==> src/rtl/game_timer.sv <==
// game_timer: game-screen countdown timer.
// Divides clk down to a 1 Hz tick and counts time_left down from
// START_SECONDS. Supports start/restart, pause/resume and an optional
// bonus-time add, and flags expiry. All outputs are registered.
// Optional feature macro: GAME_TIMER_BONUS_EN enables the bonus adder and
// MAX_SECONDS saturation. Without it the bonus input is ignored.
module game_timer #(
    parameter int unsigned CLK_HZ        = 100_000_000,
    parameter int unsigned START_SECONDS = 180,
    parameter int unsigned BONUS_SECONDS = 15,
    parameter int unsigned MAX_SECONDS   = 5999
) (
    input  logic        clk,
    input  logic        reset,
    input  logic        start,
    input  logic        pause,
    input  logic        bonus,
    output logic [15:0] time_left,
    output logic        running,
    output logic        expired,
    output logic        expire_pulse,
    output logic        sec_tick
);

    localparam int PW = (CLK_HZ > 1) ? $clog2(CLK_HZ) : 1;
    localparam logic [PW-1:0] PRESC_TC  = PW'(CLK_HZ - 1);
    localparam logic [PW-1:0] PRESC_ONE = PW'(1);
    // Preset value, clamped so a load can never exceed the ceiling.
    localparam logic [15:0] START_LOAD = (START_SECONDS > MAX_SECONDS) ?
                                         16'(MAX_SECONDS) : 16'(START_SECONDS);

    typedef enum logic [1:0] {
        S_IDLE    = 2'd0,
        S_RUNNING = 2'd1,
        S_PAUSED  = 2'd2,
        S_EXPIRED = 2'd3
    } state_t;

    state_t        state_q, state_d;
    logic [PW-1:0] presc_q, presc_d;
    logic [15:0]   time_left_q, time_left_d;
    logic          running_q, running_d;
    logic          expired_q, expired_d;
    logic          expire_pulse_q, expire_pulse_d;
    logic          sec_tick_q, sec_tick_d;
    logic          tick_due;

`ifdef GAME_TIMER_BONUS_EN
    localparam logic [16:0] BONUS17 = 17'(BONUS_SECONDS);
    localparam logic [16:0] MAX17   = 17'(MAX_SECONDS);
    localparam logic [15:0] MAX16   = 16'(MAX_SECONDS);

    logic bonus_take;

    // Clamp a 17-bit intermediate sum to the MAX_SECONDS ceiling.
    function automatic logic [15:0] sat_max(input logic [16:0] v);
        if (v > MAX17) begin
            return MAX16;
        end
        return v[15:0];
    endfunction
`else
    // Bonus input and its amount are intentionally unused in this build.
    logic        unused_bonus;
    logic [16:0] unused_bonus_cfg;
    assign unused_bonus     = bonus;
    assign unused_bonus_cfg = 17'(BONUS_SECONDS);
`endif

    // Next-state logic: start > pause > bonus/decrement.
    always_comb begin
        state_d        = state_q;
        presc_d        = presc_q;
        time_left_d    = time_left_q;
        sec_tick_d     = 1'b0;
        expire_pulse_d = 1'b0;
        tick_due       = (state_q == S_RUNNING) && (presc_q == PRESC_TC);
`ifdef GAME_TIMER_BONUS_EN
        bonus_take     = 1'b0;
`endif

        if (start) begin
            time_left_d = START_LOAD;
            presc_d     = '0;
            if (START_LOAD == 16'd0) begin
                state_d        = S_EXPIRED;
                expire_pulse_d = (state_q != S_EXPIRED);
            end else begin
                state_d = S_RUNNING;
            end
        end else begin
            // Every RUNNING cycle counts toward the second, including the
            // cycle in which a pause is sampled, so pauses never cost or
            // gain time.
            if (state_q == S_RUNNING) begin
                presc_d = tick_due ? '0 : presc_q + PRESC_ONE;
            end
            sec_tick_d = tick_due;

            if (pause) begin
                if (state_q == S_RUNNING) begin
                    state_d = S_PAUSED;
                end else if (state_q == S_PAUSED) begin
                    state_d = S_RUNNING;
                end
            end

`ifdef GAME_TIMER_BONUS_EN
            bonus_take = bonus && !pause && (state_q != S_EXPIRED);
            if (bonus_take) begin
                // Sum first so the 17-bit intermediate never wraps below 0.
                time_left_d = sat_max({1'b0, time_left_q} + BONUS17 - {16'd0, tick_due});
            end else if (tick_due) begin
                time_left_d = time_left_q - 16'd1;
            end
            // Reaching zero wins over a coincident pause so the count can
            // never resume at zero.
            if (tick_due && !bonus_take && (time_left_q == 16'd1)) begin
                state_d        = S_EXPIRED;
                expire_pulse_d = 1'b1;
            end
`else
            if (tick_due) begin
                time_left_d = time_left_q - 16'd1;
            end
            if (tick_due && (time_left_q == 16'd1)) begin
                state_d        = S_EXPIRED;
                expire_pulse_d = 1'b1;
            end
`endif
        end

        running_d = (state_d == S_RUNNING);
        expired_d = (state_d == S_EXPIRED);
    end

    // State, prescaler and registered outputs.
    always_ff @(posedge clk or negedge reset) begin
        if (!reset) begin
            state_q        <= S_IDLE;
            presc_q        <= '0;
            time_left_q    <= START_LOAD;
            running_q      <= 1'b0;
            expired_q      <= 1'b0;
            expire_pulse_q <= 1'b0;
            sec_tick_q     <= 1'b0;
        end else begin
            state_q        <= state_d;
            presc_q        <= presc_d;
            time_left_q    <= time_left_d;
            running_q      <= running_d;
            expired_q      <= expired_d;
            expire_pulse_q <= expire_pulse_d;
            sec_tick_q     <= sec_tick_d;
        end
    end

    assign time_left    = time_left_q;
    assign running      = running_q;
    assign expired      = expired_q;
    assign expire_pulse = expire_pulse_q;
    assign sec_tick     = sec_tick_q;

endmodule

==> config.mk <==
export PLATFORM = sky130hd
export DESIGN_NAME = game_timer
export DESIGN_NICKNAME = d
export VERILOG_FILES = /design/src/rtl/game_timer.sv
export SDC_FILE = /design/constraint.sdc
export NUM_CORES = 1
export LEC_CHECK = 0
export ABC_AREA = 1
export CAP_MARGIN = 20
export CORE_UTILIZATION = 28
export DETAILED_ROUTE_END_ITERATION = 8
export PLACE_DENSITY_LB_ADDON = 0.3
export SLEW_MARGIN = 20
export SYNTH_ARGS = -nofsm -noshare
export SYNTH_HDL_FRONTEND = slang
export SYNTH_SLANG_ARGS = --single-unit
==> constraint.sdc <==
create_clock -name clk -period 1.7 [get_ports clk]
set_input_delay 0.17 -clock clk [delete_from_list [all_inputs] [get_ports clk]]
set_output_delay 0.17 -clock clk [all_outputs]
set_load 0.03 [all_outputs]
==> run_summary.xml <==
<?xml version="1.0" encoding="UTF-8"?>
<metrics>
  <group name="timing">
    <metric name="hold-worst-slack" unit="ns">0.372</metric>
    <metric name="clock.fmax" unit="GHz">0.616</metric>
    <metric name="worst_pin_slew" unit="ns">0.424</metric>
    <metric name="hold_violations" unit="">0</metric>
    <metric name="rsz0062_at_grt" unit="">false</metric>
    <metric name="final_report_setup_violation_count" unit="">0</metric>
    <metric name="finalSetupTns" unit="ns">0</metric>
    <metric name="report.final.slew_viol_count" unit="">0</metric>
    <metric name="slew_headroom" unit="">0.716</metric>
    <metric name="period_utilisation_layout" unit="">0.955</metric>
    <metric name="period_minus_slack" unit="ns">1.62</metric>
    <metric name="clock-skew-final" unit="ns">0.00812</metric>
  </group>
  <group name="global_routing">
    <metric name="grt_max_degree" unit="">50</metric>
    <metric name="number_of_global_route_vias_before_repair" unit="">2875</metric>
    <metric name="groute.usage.overall" unit="">0.151</metric>
    <metric name="wire_length_of_the_first_global_routing_pass" unit="mm">13.7</metric>
    <metric name="grt_overflow" unit="">0</metric>
    <metric name="antenna_found_initial" unit="">0</metric>
  </group>
  <group name="cells_and_area">
    <metric name="final_layout_size_suffix_gt1_frac" unit="">0.174</metric>
    <metric name="finish.utilization" unit="">0.367</metric>
    <metric name="count_of_inserted_antenna_diode_cells" unit="">0</metric>
    <metric name="finalInstanceArea" unit="um^2">3820</metric>
    <metric name="fill_cells" unit="">1119</metric>
    <metric name="nNetsFinal" unit="">509</metric>
    <metric name="syn_to_final_growth" unit="%">26.4</metric>
  </group>
  <group name="route">
    <metric name="routed_via_density" unit="">4.68</metric>
    <metric name="routed-via-count" unit="">2979</metric>
    <metric name="drtIter0Drc" unit="">121</metric>
    <metric name="final_ant_viol_nets" unit="">0</metric>
    <metric name="route.final.wire_length" unit="mm">7.98</metric>
    <metric name="drt_first_pass_iters" unit="">5</metric>
    <metric name="dr_drc_count" unit="">0</metric>
    <metric name="wire_per_inst" unit="um">12.5</metric>
  </group>
  <group name="worst_setup_path">
    <metric name="timing.critical_path.cells" unit="">clkdlybuf4s50_1</metric>
    <metric name="critPathMaxStageDelay" unit="ns">0.70</metric>
    <metric name="critical_path_buf_inv_count" unit="">1</metric>
    <metric name="critical_path_class" unit="">reg -&gt; out</metric>
    <metric name="end_kind" unit="">output pin</metric>
    <metric name="critical_path.top_delay_family" unit="">buffers and inverters</metric>
    <metric name="critPathRequiredTime" unit="ns">1.53</metric>
    <metric name="critical_path.max_fanout" unit="">5</metric>
    <metric name="cp-start-kind" unit="">flip-flop</metric>
    <metric name="critical_path_arrival" unit="ns">1.45</metric>
    <metric name="worst_path_max_delay_cell" unit="">sky130_fd_sc_hd__clkdlybuf4s50_1</metric>
  </group>
  <group name="clocking">
    <metric name="clock_sink_count" unit="">49</metric>
    <metric name="cts.htree.levels" unit="">2</metric>
    <metric name="tritoncts" unit="">yes</metric>
    <metric name="cts.path.max_buffers" unit="">2</metric>
    <metric name="worstSkewPairLatency" unit="ns">0.30</metric>
    <metric name="clock_tree.root_cell" unit="">sky130_fd_sc_hd__clkbuf_8</metric>
    <metric name="clkSlewWorstSetupHoldPaths" unit="ns">0.09</metric>
    <metric name="cts_buffers" unit="">5</metric>
  </group>
  <group name="placement">
    <metric name="post-dp-hpwl" unit="mm">6.02</metric>
    <metric name="port_buffers" unit="">23</metric>
    <metric name="gp_congestion" unit="">0.866</metric>
    <metric name="detailed_place.area" unit="um^2">3620</metric>
  </group>
  <group name="synthesis">
    <metric name="synth-seq-cells" unit="">49</metric>
    <metric name="ys_seq_area_frac" unit="">0.407</metric>
    <metric name="synth_fp_nets" unit="">452</metric>
    <metric name="synthesis.yosys.warnings" unit="">0</metric>
    <metric name="synth_top_cell_by_area" unit="">sky130_fd_sc_hd__dfrtp_1</metric>
    <metric name="synth_cell_types" unit="">28</metric>
    <metric name="post_synth_main_area_contributors" unit="">sky130_fd_sc_hd__dfrtp_1, sky130_fd_sc_hd__nand2_1, sky130_fd_sc_hd__nor2_1, sky130_fd_sc_hd__inv_1, sky130_fd_sc_hd__nand3_1</metric>
    <metric name="postSynthCellCount" unit="">444</metric>
    <metric name="syn_area" unit="um^2">3020</metric>
    <metric name="synth_area_per_cell" unit="um^2">6.81</metric>
    <metric name="synthDominantCellAreaShare" unit="">0.373</metric>
  </group>
  <group name="worst_hold_path">
    <metric name="worst_hold_path_type" unit="">in -&gt; async</metric>
  </group>
  <group name="power">
    <metric name="p_leak" unit="nW">1.73</metric>
    <metric name="powerDensity" unit="nW/um^2">558</metric>
    <metric name="irDropWorstVdd" unit="mV">0.277</metric>
  </group>
  <group name="floorplanning">
    <metric name="starting_density_of_the_core" unit="">0.290</metric>
    <metric name="die-area" unit="um^2">11200</metric>
    <metric name="rows" unit="">37</metric>
    <metric name="floorplan.io_pins" unit="">25</metric>
    <metric name="die_height" unit="um">106</metric>
    <metric name="die_w" unit="um">106</metric>
    <metric name="core-area" unit="um^2">10400</metric>
  </group>
  <group name="outcome">
    <metric name="run_status" unit="">completed</metric>
  </group>
  <group name="flow_run">
    <metric name="cap_viol_max_count" unit="">0</metric>
  </group>
</metrics>
==> layout make-up <==
| class | count | area [um^2] | share of cell area |
|---|---|---|---|
| clock buffers | 5 | 68.8 | 0.0180 |
| clock inverters | 2 | 16.3 | 0.00426 |
| inverters | 56 | 210 | 0.0550 |
| multi-input cells | 332 | 1610 | 0.420 |
| flip-flops and latches | 49 | 1230 | 0.322 |
| well taps | 136 | 170 | 0.0445 |
| repair buffers | 57 | 518 | 0.136 |
==> cells in the mapped netlist <==
library cell               number
sky130_fd_sc_hd__inv_1         50
sky130_fd_sc_hd__buf_6          2
sky130_fd_sc_hd__a21oi_1        8
sky130_fd_sc_hd__xor2_1         4
sky130_fd_sc_hd__buf_4          3
sky130_fd_sc_hd__nor2_2         6
sky130_fd_sc_hd__nor2_4         2
sky130_fd_sc_hd__nand4_1       10
sky130_fd_sc_hd__clkbuf_1       1
sky130_fd_sc_hd__dfrtp_1       45
sky130_fd_sc_hd__nand3_1       34
sky130_fd_sc_hd__nand2_2       11
sky130_fd_sc_hd__nand2_1      119
sky130_fd_sc_hd__buf_2          1
sky130_fd_sc_hd__o21ai_1        1
sky130_fd_sc_hd__nor3b_1        4
sky130_fd_sc_hd__o21ai_0       21
sky130_fd_sc_hd__o21bai_1       2
sky130_fd_sc_hd__nor3_1        14
sky130_fd_sc_hd__nand3b_1       3
sky130_fd_sc_hd__nor2_1        85
sky130_fd_sc_hd__ha_1           3
sky130_fd_sc_hd__nand3_2        2
sky130_fd_sc_hd__and3_1         1
sky130_fd_sc_hd__dfstp_2        4
sky130_fd_sc_hd__inv_2          6
sky130_fd_sc_hd__a211oi_1       1
sky130_fd_sc_hd__and2_1         1
==> final timing paths <==
| check | startpoint | to | slack (ns) | depth (start not counted) |
|---|---|---|---|---|
| worst max-delay path | time_left[9]$_DFFE_PN0P_ | time_left[9] | 0.08 | 1 |
| worst min-delay path | reset | presc_q[22]$_DFFE_PN0P_ | 0.37 | 3 |
| worst max register to register | presc_q[0]$_DFFE_PN0P_ | time_left[8]$_DFFE_PN0P_ | 0.08 | 9 |
| worst min register to register | time_left[7]$_DFFE_PN1P_ | time_left[7]$_DFFE_PN1P_ | 0.52 | 2 |
| max in group asynchronous | reset | time_left[2]$_DFFE_PN1P_ | 1.02 | 3 |
| min in group clk | time_left[7]$_DFFE_PN1P_ | time_left[7]$_DFFE_PN1P_ | 0.52 | 2 |
==> flip-flops by register name, indices dropped and copies added (netlist names) <==
register	flops
presc_q	27
time_left	16
state_q	2
expire_pulse	1
expired	1
running	1
sec_tick	1
==> report_power, final <==
group          leakage, nW  switching, mW  internal (mW)  total, mW
Sequential           0.661         0.0195           1.19       1.21
Combinational         1.03          0.139         0.0846      0.224
Clock               0.0402          0.415          0.285      0.700
==> timing repair <==
item / in CTS / in global routing
gates resized for setup: 9 / 20
setup buffers: 0 / 1
endpoints found under the setup margin: 43 / 43
hold buffers: 1 / 0
cloned: 0 / 0
pin swaps: 0 / 4
hold endpoints to repair: 45 / 0
==> placed cells by master (no fill, tap or decap), drive strengths merged <==
| cell | n |
|---|---|
| a21oi | 8 |
| o21ai | 22 |
| clkinv | 1 |
| nor3 | 14 |
| nand3 | 36 |
| clkbuf | 5 |
| nand3b | 3 |
| and3 | 1 |
| dfrtp | 45 |
| and2 | 1 |
| dlygate4sd2 | 4 |
| buf | 34 |
| xor2 | 4 |
| dfstp | 4 |
| inv | 56 |
| clkinvlp | 1 |
| nand4 | 10 |
| clkdlybuf4s50 | 18 |
| nor2 | 93 |
| o21bai | 2 |
| a211oi | 1 |
| nor3b | 4 |
| nand2 | 130 |
| dlygate4sd3 | 1 |
| ha | 3 |
==> worst reg2reg max path, cell delays in order (launching register included) <==
cell                      delay (ns)
sky130_fd_sc_hd__dfrtp_1        0.40
sky130_fd_sc_hd__ha_4           0.18
sky130_fd_sc_hd__nand2_2        0.07
sky130_fd_sc_hd__nor2_4         0.19
sky130_fd_sc_hd__nand2_2        0.09
sky130_fd_sc_hd__nor2_2         0.10
sky130_fd_sc_hd__nand2_2        0.11
sky130_fd_sc_hd__nand2_4        0.16
sky130_fd_sc_hd__buf_4          0.15
sky130_fd_sc_hd__o21ai_0        0.07
==> per-layer routing <==
layer | up-vias | GRT usage | part of all wire
met5 | - | 0 | 0
met4 | 0 | 0.0278 | 0.0064
met3 | 4 | 0.0245 | 0.032
met2 | 60 | 0.263 | 0.50
met1 | 1402 | 0.198 | 0.46
li1 | 1513 | - | -
==> metrics by stage <==
| stage | total power, mW | setup slack [ns] | std cells |
|---|---|---|---|
| 6_report | 2.13 | 0.0764 | 637 |
| 5_1_grt | 2.23 | 0.0129 | 637 |
| 4_1_cts | 2.15 | 0.0313 | 636 |
| 3_5_place_dp | 1.44 | -0.239 | 628 |
| 3_3_place_gp | 1.43 | -0.178 | 628 |
| 2_1_floorplan | 1.33 | 0.194 | 444 |
==> logic make-up (layout without fill, tap and decap cells) <==
| group | after synthesis | in the layout | share of synthesized area |
|---|---|---|---|
| fa+ha+maj | 3 | 3 | 0.0124 |
| xor+xnor | 4 | 4 | 0.0116 |
| buf+inv | 63 | 120 | 0.0873 |
| simple gates | 292 | 292 | 0.424 |
| flops | 49 | 49 | 0.407 |
| compound gates | 33 | 33 | 0.0571 |
No activity file was read; power rests on OpenSTA's default activity.
